### config.mk
export PLATFORM = sky130hd
export DESIGN_NAME = uart_tx_buffered
export DESIGN_NICKNAME = d
export VERILOG_FILES = /design/src/rtl/uart_pkg.sv /design/src/rtl/sync_fifo.sv /design/src/rtl/uart_tx_buffered.sv
export SDC_FILE = /design/constraint.sdc
export NUM_CORES = 1
export LEC_CHECK = 0
export CAP_MARGIN = 40
export CORE_UTILIZATION = 45
export CTS_BUF_LIST = sky130_fd_sc_hd__clkbuf_8 sky130_fd_sc_hd__clkbuf_16
export CTS_CLUSTER_DIAMETER = 120
export DETAILED_ROUTE_END_ITERATION = 8
export HOLD_SLACK_MARGIN = 0.06
export SYNTH_ARGS = -nofsm -noshare
export SYNTH_HDL_FRONTEND = slang
export SYNTH_SLANG_ARGS = --single-unit
### constraint.sdc
create_clock -name clk -period 5.1 [get_ports clk]
set_input_delay 0.51 -clock clk [delete_from_list [all_inputs] [get_ports clk]]
set_output_delay 0.51 -clock clk [all_outputs]
set_load 0.03 [all_outputs]
### src/rtl/uart_pkg.sv
// ============================================================================
// Module   : uart_pkg
// Brief    : Shared UART constants and FSM state encoding (TX and RX paths).
// Revision : 1.0
// ============================================================================
`default_nettype none

package uart_pkg;

    localparam int FRAME_BITS      = 10;
    localparam int DATA_BITS       = 8;
    localparam int DEFAULT_CLK_DIV = 1600;

    typedef logic [1:0] uart_state_t;

    localparam uart_state_t IDLE  = 2'd0;
    localparam uart_state_t START = 2'd1;
    localparam uart_state_t DATA  = 2'd2;
    localparam uart_state_t STOP  = 2'd3;

endpackage

`default_nettype wire

### src/rtl/sync_fifo.sv
// ============================================================================
// Module   : sync_fifo
// Brief    : Single-clock FIFO with circular pointers, occupancy counter and
//            sticky overflow flag.
// Revision : 1.0
// ============================================================================
`default_nettype none

module sync_fifo #(
    parameter int WIDTH = 8,
    parameter int DEPTH = 16
) (
    input  logic                         clk,
    input  logic                         rst_n,
    input  logic                         wr_en,
    input  logic [WIDTH-1:0]             wr_data,
    input  logic                         rd_en,
    output logic [WIDTH-1:0]             rd_data,
    output logic                         full,
    output logic                         empty,
    output logic [$clog2(DEPTH+1)-1:0]   level,
    output logic                         overflow
);

    localparam int C_PTR_W = $clog2(DEPTH);
    localparam int C_LVL_W = $clog2(DEPTH + 1);
    localparam logic [C_LVL_W-1:0] C_LVL_FULL = C_LVL_W'(DEPTH);

    logic [WIDTH-1:0]   r_mem [DEPTH];
    logic [C_PTR_W-1:0] r_wr_ptr;
    logic [C_PTR_W-1:0] r_rd_ptr;
    logic [C_LVL_W-1:0] r_level;
    logic [C_LVL_W-1:0] w_level_next;
    logic               r_full;
    logic               r_empty;
    logic               r_overflow;
    logic               w_do_wr;
    logic               w_do_rd;

    // Full is judged before any same-cycle pop, so a write while full is
    // always dropped even if a slot frees up on the same edge.
    assign w_do_wr = wr_en && !r_full;
    assign w_do_rd = rd_en && !r_empty;

    always_comb begin
        w_level_next = r_level;
        case ({w_do_wr, w_do_rd})
            2'b10:   w_level_next = r_level + C_LVL_W'(1);
            2'b01:   w_level_next = r_level - C_LVL_W'(1);
            default: w_level_next = r_level;
        endcase
    end

    always_ff @(posedge clk) begin
        if (w_do_wr) begin
            r_mem[r_wr_ptr] <= wr_data;
        end
    end

    always_ff @(posedge clk) begin
        if (!rst_n) begin
            r_wr_ptr   <= '0;
            r_rd_ptr   <= '0;
            r_level    <= '0;
            r_full     <= 1'b0;
            r_empty    <= 1'b1;
            r_overflow <= 1'b0;
        end else begin
            if (w_do_wr) begin
                r_wr_ptr <= r_wr_ptr + C_PTR_W'(1);
            end
            if (w_do_rd) begin
                r_rd_ptr <= r_rd_ptr + C_PTR_W'(1);
            end
            if (wr_en && r_full) begin
                r_overflow <= 1'b1;
            end
            r_level <= w_level_next;
            r_full  <= (w_level_next == C_LVL_FULL);
            r_empty <= (w_level_next == '0);
        end
    end

    assign rd_data  = r_mem[r_rd_ptr];
    assign full     = r_full;
    assign empty    = r_empty;
    assign level    = r_level;
    assign overflow = r_overflow;

endmodule

`default_nettype wire

### src/rtl/uart_tx_buffered.sv
// ============================================================================
// Module   : uart_tx_buffered
// Brief    : FIFO-buffered 8N1 UART transmitter with clock-enable baud timing.
// Revision : 1.0
// ============================================================================
`default_nettype none

module uart_tx_buffered
    import uart_pkg::*;
#(
    parameter int CLK_DIV    = DEFAULT_CLK_DIV,
    parameter int FIFO_DEPTH = 16
) (
    input  logic                              clk,
    input  logic                              rst_n,
    input  logic                              wr_en,
    input  logic [7:0]                        wr_data,
    output logic                              full,
    output logic                              empty,
    output logic [$clog2(FIFO_DEPTH+1)-1:0]   level,
    output logic                              overflow,
    output logic                              busy,
    output logic                              TX
);

    localparam int                 C_CNT_W    = $clog2(CLK_DIV);
    localparam logic [C_CNT_W-1:0] C_CNT_MAX  = C_CNT_W'(CLK_DIV - 1);
    localparam logic [2:0]         C_LAST_BIT = 3'(DATA_BITS - 1);

    uart_state_t               r_state;
    logic [C_CNT_W-1:0]        r_baud_cnt;
    logic [2:0]                r_bit_idx;
    logic [DATA_BITS-1:0]      r_shift;
    logic                      r_tx;
    logic                      r_busy;
    logic                      w_tick;
    logic                      w_pop;
    logic [7:0]                w_head;

    assign w_tick = (r_baud_cnt == C_CNT_MAX);
    // Popping on the final stop cycle lets the next start bit follow with no gap.
    assign w_pop  = !empty && ((r_state == IDLE) || (r_state == STOP && w_tick));

    sync_fifo #(
        .WIDTH (8),
        .DEPTH (FIFO_DEPTH)
    ) u_fifo (
        .clk      (clk),
        .rst_n    (rst_n),
        .wr_en    (wr_en),
        .wr_data  (wr_data),
        .rd_en    (w_pop),
        .rd_data  (w_head),
        .full     (full),
        .empty    (empty),
        .level    (level),
        .overflow (overflow)
    );

    always_ff @(posedge clk) begin
        if (!rst_n) begin
            r_state    <= IDLE;
            r_baud_cnt <= '0;
            r_bit_idx  <= '0;
            r_shift    <= '0;
            r_tx       <= 1'b1;
            r_busy     <= 1'b0;
        end else begin
            case (r_state)
                IDLE: begin
                    r_tx   <= 1'b1;
                    r_busy <= 1'b0;
                    if (w_pop) begin
                        r_shift    <= w_head;
                        r_bit_idx  <= '0;
                        r_baud_cnt <= '0;
                        r_state    <= START;
                        r_tx       <= 1'b0;
                        r_busy     <= 1'b1;
                    end
                end
                START: begin
                    if (w_tick) begin
                        r_baud_cnt <= '0;
                        r_state    <= DATA;
                        r_tx       <= r_shift[0];
                    end else begin
                        r_baud_cnt <= r_baud_cnt + C_CNT_W'(1);
                    end
                end
                DATA: begin
                    if (w_tick) begin
                        r_baud_cnt <= '0;
                        if (r_bit_idx == C_LAST_BIT) begin
                            r_state <= STOP;
                            r_tx    <= 1'b1;
                        end else begin
                            r_shift   <= r_shift >> 1;
                            r_bit_idx <= r_bit_idx + 3'd1;
                            r_tx      <= r_shift[1];
                        end
                    end else begin
                        r_baud_cnt <= r_baud_cnt + C_CNT_W'(1);
                    end
                end
                STOP: begin
                    if (w_tick) begin
                        r_baud_cnt <= '0;
                        if (w_pop) begin
                            r_shift   <= w_head;
                            r_bit_idx <= '0;
                            r_state   <= START;
                            r_tx      <= 1'b0;
                        end else begin
                            r_state <= IDLE;
                            r_tx    <= 1'b1;
                            r_busy  <= 1'b0;
                        end
                    end else begin
                        r_baud_cnt <= r_baud_cnt + C_CNT_W'(1);
                    end
                end
                default: begin
                    r_state <= IDLE;
                    r_tx    <= 1'b1;
                    r_busy  <= 1'b0;
                end
            endcase
        end
    end

    assign TX   = r_tx;
    assign busy = r_busy;

endmodule

`default_nettype wire

# Yosys cells after proc, flatten, opt, wreduce, memory -nomap -nowiden

Memory sizes are Yosys's and may differ from the RTL's. A register that Yosys moved wholly into a read port is not among the register bits.
Index checks and enable logic that the tools add are counted.

Register bits: 42
RAM bits: 128
Bits of input ports: 11
Output and inout port bits: 10
Word-level logic and storage cells: 86
Memories kept: 1

Memory list:

| name         | words | bits a word | rd ports | clocked after Yosys merged registers in | wr ports | RTL line        | RTL |
|---|---|---|---|---|---|---|---|
| u_fifo.r_mem | 16    | 8           | 1        | 1                                       | 1        | sync_fifo.sv:29 | `logic [WIDTH-1:0] r_mem [DEPTH];` |

Add/sub/neg operators: 6
Equal/unequal tests: 15
Muxes and demuxes: 35
Reductions and logical operators: 17

Operators by type and width:

| operator                                             | number |
|---|---|
| 2-to-1 mux 8 bit                                     | 4 |
| one-hot mux 8 bit (3 select lines)                   | 1 |
| 2-to-1 mux 11 bit                                    | 2 |
| one-hot mux 11 bit (2 select lines)                  | 1 |
| 2-to-1 mux 3 bit                                     | 4 |
| != test 2 bit (second input constant)                | 6 |
| adder 11 x 1 -> 11 bit (second input constant)       | 1 |
| equality test 11 bit (second input constant)         | 1 |
| 2-to-1 mux 1 bit                                     | 11 |
| 2-to-1 mux 2 bit                                     | 5 |
| one-hot mux 5 bit (2 select lines)                   | 1 |
| one-hot mux 3 bit (3 select lines)                   | 1 |
| adder 4 x 1 -> 4 bit (second input constant)         | 2 |
| 2-to-1 mux 4 bit                                     | 2 |
| one-hot mux 2 bit (4 select lines)                   | 1 |
| equality test 2 bit (second input constant)          | 3 |
| AND reduction 3 bit                                  | 2 |
| adder 5 x 1 -> 5 bit (second input constant)         | 1 |
| equality test 5 bit (second input constant)          | 1 |
| logical AND 1 bit                                    | 5 |
| logical NOT 5 bit                                    | 1 |
| AND reduction 5 bit                                  | 1 |
| subtractor 5 x 1 -> 5 bit (second input constant)    | 1 |
| equality test 2 x 1 -> 1 bit (second input constant) | 2 |
| 12 further kinds                                     | 13 |

# Depth between registers and ports, before layout

Depth in word-level cells: 8
Mapped depth: 14
Depth with buffers taken out: 12

# Cells and area by module

From an unflattened synthesis, not the netlist that was laid out.

Cells, all modules: 473
Area total of the unflattened synthesis: 7470.9 um2

Modules (own cells, without submodules):

| module           | instances | cells each | area an instance (um2) | seq. area each (um2) |
|---|---|---|---|---|
| sync_fifo        | 1         | 305        | 5967.0                 | 4244.1 |
| uart_tx_buffered | 1         | 168        | 1503.9                 | 520.5 |

# Worst setup path before layout

OpenSTA, ideal clock, no wires.

Path kind: register -> register
Start: reg r_baud_cnt[0]
End: reg u_fifo.r_full (netlist: u_fifo.full)
Setup time: 87 ps
Data arrival time: 2965 ps
Slack: 2047 ps
Cell stages (with the launch flop): 13
Buffers on the path: 2
Clock period less this slack: 3053 ps
Cell sequence: dfxtp_1 ha_1 or4b_4 nor4_2 o21ba_1 buf_4 ha_1 buf_2 or3b_1 a2111oi_0 a31oi_1 xnor2_1 nor4b_2

Word-level cells in the longest chain between the ends: 8
Elaborated cells between the ends (all ways): 9

RTL lines:

| element                                                             | RTL line                | RTL |
|---|---|---|
| start: declaration                                                  | uart_tx_buffered.sv:31  | `logic [C_CNT_W-1:0] r_baud_cnt;` |
| start signal: assignment                                            | uart_tx_buffered.sv:88  | `r_baud_cnt <= r_baud_cnt + C_CNT_W'(1);` |
| start signal: assignment                                            | uart_tx_buffered.sv:103 | `r_baud_cnt <= r_baud_cnt + C_CNT_W'(1);` |
| start signal: assignment                                            | uart_tx_buffered.sv:120 | `r_baud_cnt <= r_baud_cnt + C_CNT_W'(1);` |
| equality test 11 bit (*)                                            | uart_tx_buffered.sv:40  | `assign w_tick = (r_baud_cnt == C_CNT_MAX);` |
| logical AND 1 bit (*)                                               | uart_tx_buffered.sv:42  | `assign w_pop = !empty && ((r_state == IDLE) \|\| (r_state == STOP && w_tick));` |
| logical OR 1 bit (*)                                                | uart_tx_buffered.sv:42  |  |
| logical AND 1 bit (*)                                               | uart_tx_buffered.sv:42  |  |
| logical AND 1 bit (*)                                               | sync_fifo.sv:43         | `assign w_do_rd = rd_en && !r_empty;` |
| equality test 2 x 1 -> 1 bit or equality test 2 bit (tied branches) | sync_fifo.sv:47         | `case ({w_do_wr, w_do_rd})` |
| one-hot mux 5 bit (2 select lines) (*)                              | sync_fifo.sv:47         |  |
| equality test 5 bit (*)                                             | sync_fifo.sv:79         | `r_full <= (w_level_next == C_LVL_FULL);` |
| end signal: assignment                                              | sync_fifo.sv:79         |  |
| end: declaration                                                    | sync_fifo.sv:34         | `logic r_full;` |

Mark *: on every way between the ends. The rest lies on a longest branch, timed or not.
A chain may end at the register's enable or synchronous reset.

# Worst setup path in the final report

Ends and elaborated chain as after synthesis.

==> implementation parameters <==
Parameter                              Value

Outcome
  Outcome ... finished clean

Clock tree
  Post-CTS Hold Buffers ... 0
  Maximum buffer depth of the clock tree ... 2
  Clk Tree Root Cell ... clkbuf_16
  Clock tree sinks ... 174
  CTS buffer count ... 17
  Clock slew at the register clock pins of the worst setup and hold paths ... 0.07 ns
  Count of cells resized by post-cts repair ... 0
  Clock tree from TritonCTS ... done
  Post-CTS repair timing setup buffer count ... 0
  Clock latency reported for the late side of the worst-skew pair ... 0.43 ns
  H-tree levels ... 4

Global routing
  Vias in the first global route ... 4,172
  Layer with the highest usage ... met2
  Global-route wire length before repair ... 23,000 um
  Global Route met1 Usage ... 0.243
  Met2 Use GR ... 0.315
  Number of antenna violations at the first check in global routing ... 0
  Pin count of the biggest net entering global routing ... 26
  GRT Overall Usage ... 0.189
  Sum of overflow across all layers after global routing ... 0
  M3 GR Usage ... 0.0422

Setup path
  Crit-path slowest cell ... or4b_4
  Worst Reg-to-Reg Cells ... 12
  Endpoint type of the worst setup path ... register
  CP Buf/Inv Count ... 1
  Critical path peak fanout ... 9
  Endpoint arrival time on the critical path ... 3.95 ns
  Most prevalent standard cell on the critical path ... ha_1
  Kind of critical path ... register to register
  CP required ... 5.44 ns
  Largest delay contributor family on the critical path ... simple AND/OR/NAND/NOR gates
  Startpoint kind of the worst setup timing path ... register
  Stage delay of the slowest cell on the critical path ... 0.52 ns
  Reg-to-reg setup timing slack ... 1.49 ns
  Instance count on the critical path ... 12
  Sequence of cells on the critical path ... ha_1, or4b_4, nor4_2, o21ba_1, ha_1, xor2_1, ha_1, inv_1, a2111oi_0, a31oi_1, xnor2_1, nor4b_2

Placed design
  IO Port Bufs ... 20
  Last weighted congestion value of the routability-driven placer ... 0.774
  Area after detailed placement ... 0.00776 mm2
  HPWL after detailed placement ... 9660 um

Yosys
  Synthesized area per cell ... 14.3 um2
  Count of cell types in the netlist ... 61
  Post-Synthesis Cell Area ... 0.00739 mm2
  Flip-flop and latch count after synthesis ... 174
  Cell taking the most area after synthesis ... edfxtp_1
  Number of warnings reported in the yosys synthesis log ... 0
  Count of mapped cells out of synthesis ... 515
  Flip-flop cell with the highest count after synthesis ... edfxtp_1
  Share of the yosys chip area belonging to registers ... 0.645
  Fraction of synthesis flops using an asynchronous set or reset pin ... 0
  Largest cells by area after synthesis ... edfxtp_1, dfxtp_1, mux4_2
  Library cell with the highest instance count after synthesis ... edfxtp_1
  Cell types with the highest counts after synthesis ... edfxtp_1, nor2_1, dfxtp_1
  Post-synth EDFFs ... 128
  Post-synth top area share ... 0.520
  Net count after synthesis ... 542

Final layout
  Multi-input combinational cell area ... 0.00240 mm2
  End-of-flow core utilization ... 0.522
  Synth-to-Final Area Change ... 12.6%
  Total inserted antenna cells ... 0
  Post-layout net count ... 561
  Ratio of cells with drive above 1 in the final layout ... 0.155
  Reg area ... 0.00477 mm2
  Post-Layout Inst Area ... 0.00832 mm2
  Filler cell count ... 1,322

Pwr
  Net Switching ... 0.00128 W
  Worst voltage drop across the vdd grid ... 0.000346 V
  Switching part of the total power ... 0.320
  Overall power ... 0.00400 W
  Logic pwr share ... 0.256
  Standby leakage power ... 2.73 nW
  Clock power share ... 0.305
  Internal portion of total power ... 0.00272 W
  Share of total power in sequential cells ... 0.439
  Ratio of total power to cell area ... 481 mW/mm2

STA
  Max transition margin ... 0.396
  Maximum achievable frequency ... 0.277 GHz
  Period utilization ... 0.707
  Accumulated negative setup slack ... 0 ns
  Pins Over Slew Limit ... 0
  Final-layout worst hold slack ... 0.459 ns
  Worst Max-Slew Pin Slew ... 0.903 ns
  Post-Route Skew ... 0.0124 ns
  Period minus WS final ... 3.61 ns
  Final setup vio count ... 0
  Final Hold Viols ... 0
  RSZ-0062 raised after global routing ... false

Hold path
  Hold Path Class ... register to register
  WHS Path Cells ... 2

Detailed routing
  Count of nets left with antenna violations after detail routing ... 0
  Iter 0 DRT Violations ... 218
  # DRC ... 0
  Total length of routed wires ... 14,500 um
  Vias post-DR ... 4,183
  Number of vias per cell ... 5.48
  Drt pass-1 iters ... 5
  Avg WL per Cell ... 19.1 um

Floorplanning
  Floorplan Core Area ... 0.0159 mm2
  Site Rows ... 46
  Number of I/O pins ... 21
  Effective utilization at floorplan ... 0.464
  X dimension of the die ... 130 um
  Chip height ... 130 um
  DIE AREA ... 0.0169 mm2

Job
  Reported max-cap violation count ... 0
-- per-layer routing --
metal  vias up  wire [um]  share of wire
li1       1999          -              -
met2        79       7210           0.50
met1      2093       6640           0.46
met4         0        185          0.013
met5         -          0              0
met3        12        511          0.035
-- flip-flops by register name, summed over array words and instances, names as in the netlist, named ones only --
signal / flops
TX: 1
busy: 1
r_baud_cnt: 11
r_bit_idx: 3
r_shift: 8
r_state: 2
u_fifo.empty: 1
u_fifo.full: 1
u_fifo.level: 5
u_fifo.overflow: 1
u_fifo.r_mem: 128
u_fifo.r_rd_ptr: 4
u_fifo.r_wr_ptr: 4
-- cell type report --
class,count,share of cell area
repair buffers,31,0.0340
flip-flops and latches,174,0.573
multi-input cells,298,0.288
clock inverters,15,0.0161
clock buffers,17,0.0511
well taps,216,0.0325
inverters,12,0.00541
-- path summary, 6_finish.rpt --
check | from | end
worst max register to register | r_baud_cnt[0] | u_fifo.full
worst min register to register | r_bit_idx[2] | r_bit_idx[2]
worst min-delay path | r_bit_idx[2] | r_bit_idx[2]
worst max-delay path | r_baud_cnt[0] | u_fifo.full
-- stage by stage --
stage               instances  worst slack [ns]
floorplan                 515              2.05
global placement          726              1.72
detailed placement        731              1.54
CTS                       763              1.49
global route              763              1.20
finish                    763              1.49
-- layout by cell type, fill, tap and decap left out, types with 2 or more instances in the layout --
cell type / instances
edfxtp_1: 128
nor2_1: 47
dfxtp_1: 45
mux2i_1: 28
nand2_1: 24
clkdlybuf4s50_1: 20
nand3_1: 19
mux4_2: 19
clkbuf_16: 17
ha_1: 16
a21oi_1: 15
inv_1: 12
mux2_2: 11
buf_4: 11
xor2_1: 10
o21ai_0: 9
xnor2_1: 8
o21ai_1: 8
o211ai_1: 8
nand4_1: 6
and3_1: 6
a22oi_1: 6
nand2b_1: 5
nor3_1: 5
nor2b_1: 4
a31oi_1: 3
and2_1: 3
a2111oi_2: 3
o31ai_1: 3
clkinv_4: 3
inv_6: 3
inv_8: 3
clkinvlp_4: 3
nand3b_1: 2
or3_1: 2
o2111a_1: 2
a2111oi_0: 2
-- kinds of logic (layout without fill, tap and decap cells) --
logic type	Yosys count	count (layout)	share of synthesized area
flops	174	174	0.645
buf+inv	43	75	0.0310
mux	58	58	0.113
xor+xnor	18	18	0.0213
fa+ha+maj	16	16	0.0271
simple gates	133	133	0.0914
compound gates	73	73	0.0718
-- worst register-to-register path, stage by stage (launching register included) --
cell and delay (ns):
dfxtp_1 0.39, ha_1 0.25, or4b_4 0.52, nor4_2 0.25
o21ba_1 0.36, ha_1 0.37, xor2_1 0.18, ha_1 0.21
inv_1 0.05, a2111oi_0 0.41, a31oi_1 0.10, xnor2_1 0.22
nor4b_2 0.21
-- power groups by stage --
stage | clock network [W] | logic, W | registers [W]
2_1_floorplan | 0 | 0.000832 | 0.00176
5_1_grt | 0.00130 | 0.00114 | 0.00178
3_3_place_gp | 0 | 0.00101 | 0.00178
6_report | 0.00122 | 0.00103 | 0.00176
3_5_place_dp | 0 | 0.00103 | 0.00179
4_1_cts | 0.00124 | 0.00104 | 0.00176
Note: power is estimated with default switching activity, not from simulation.
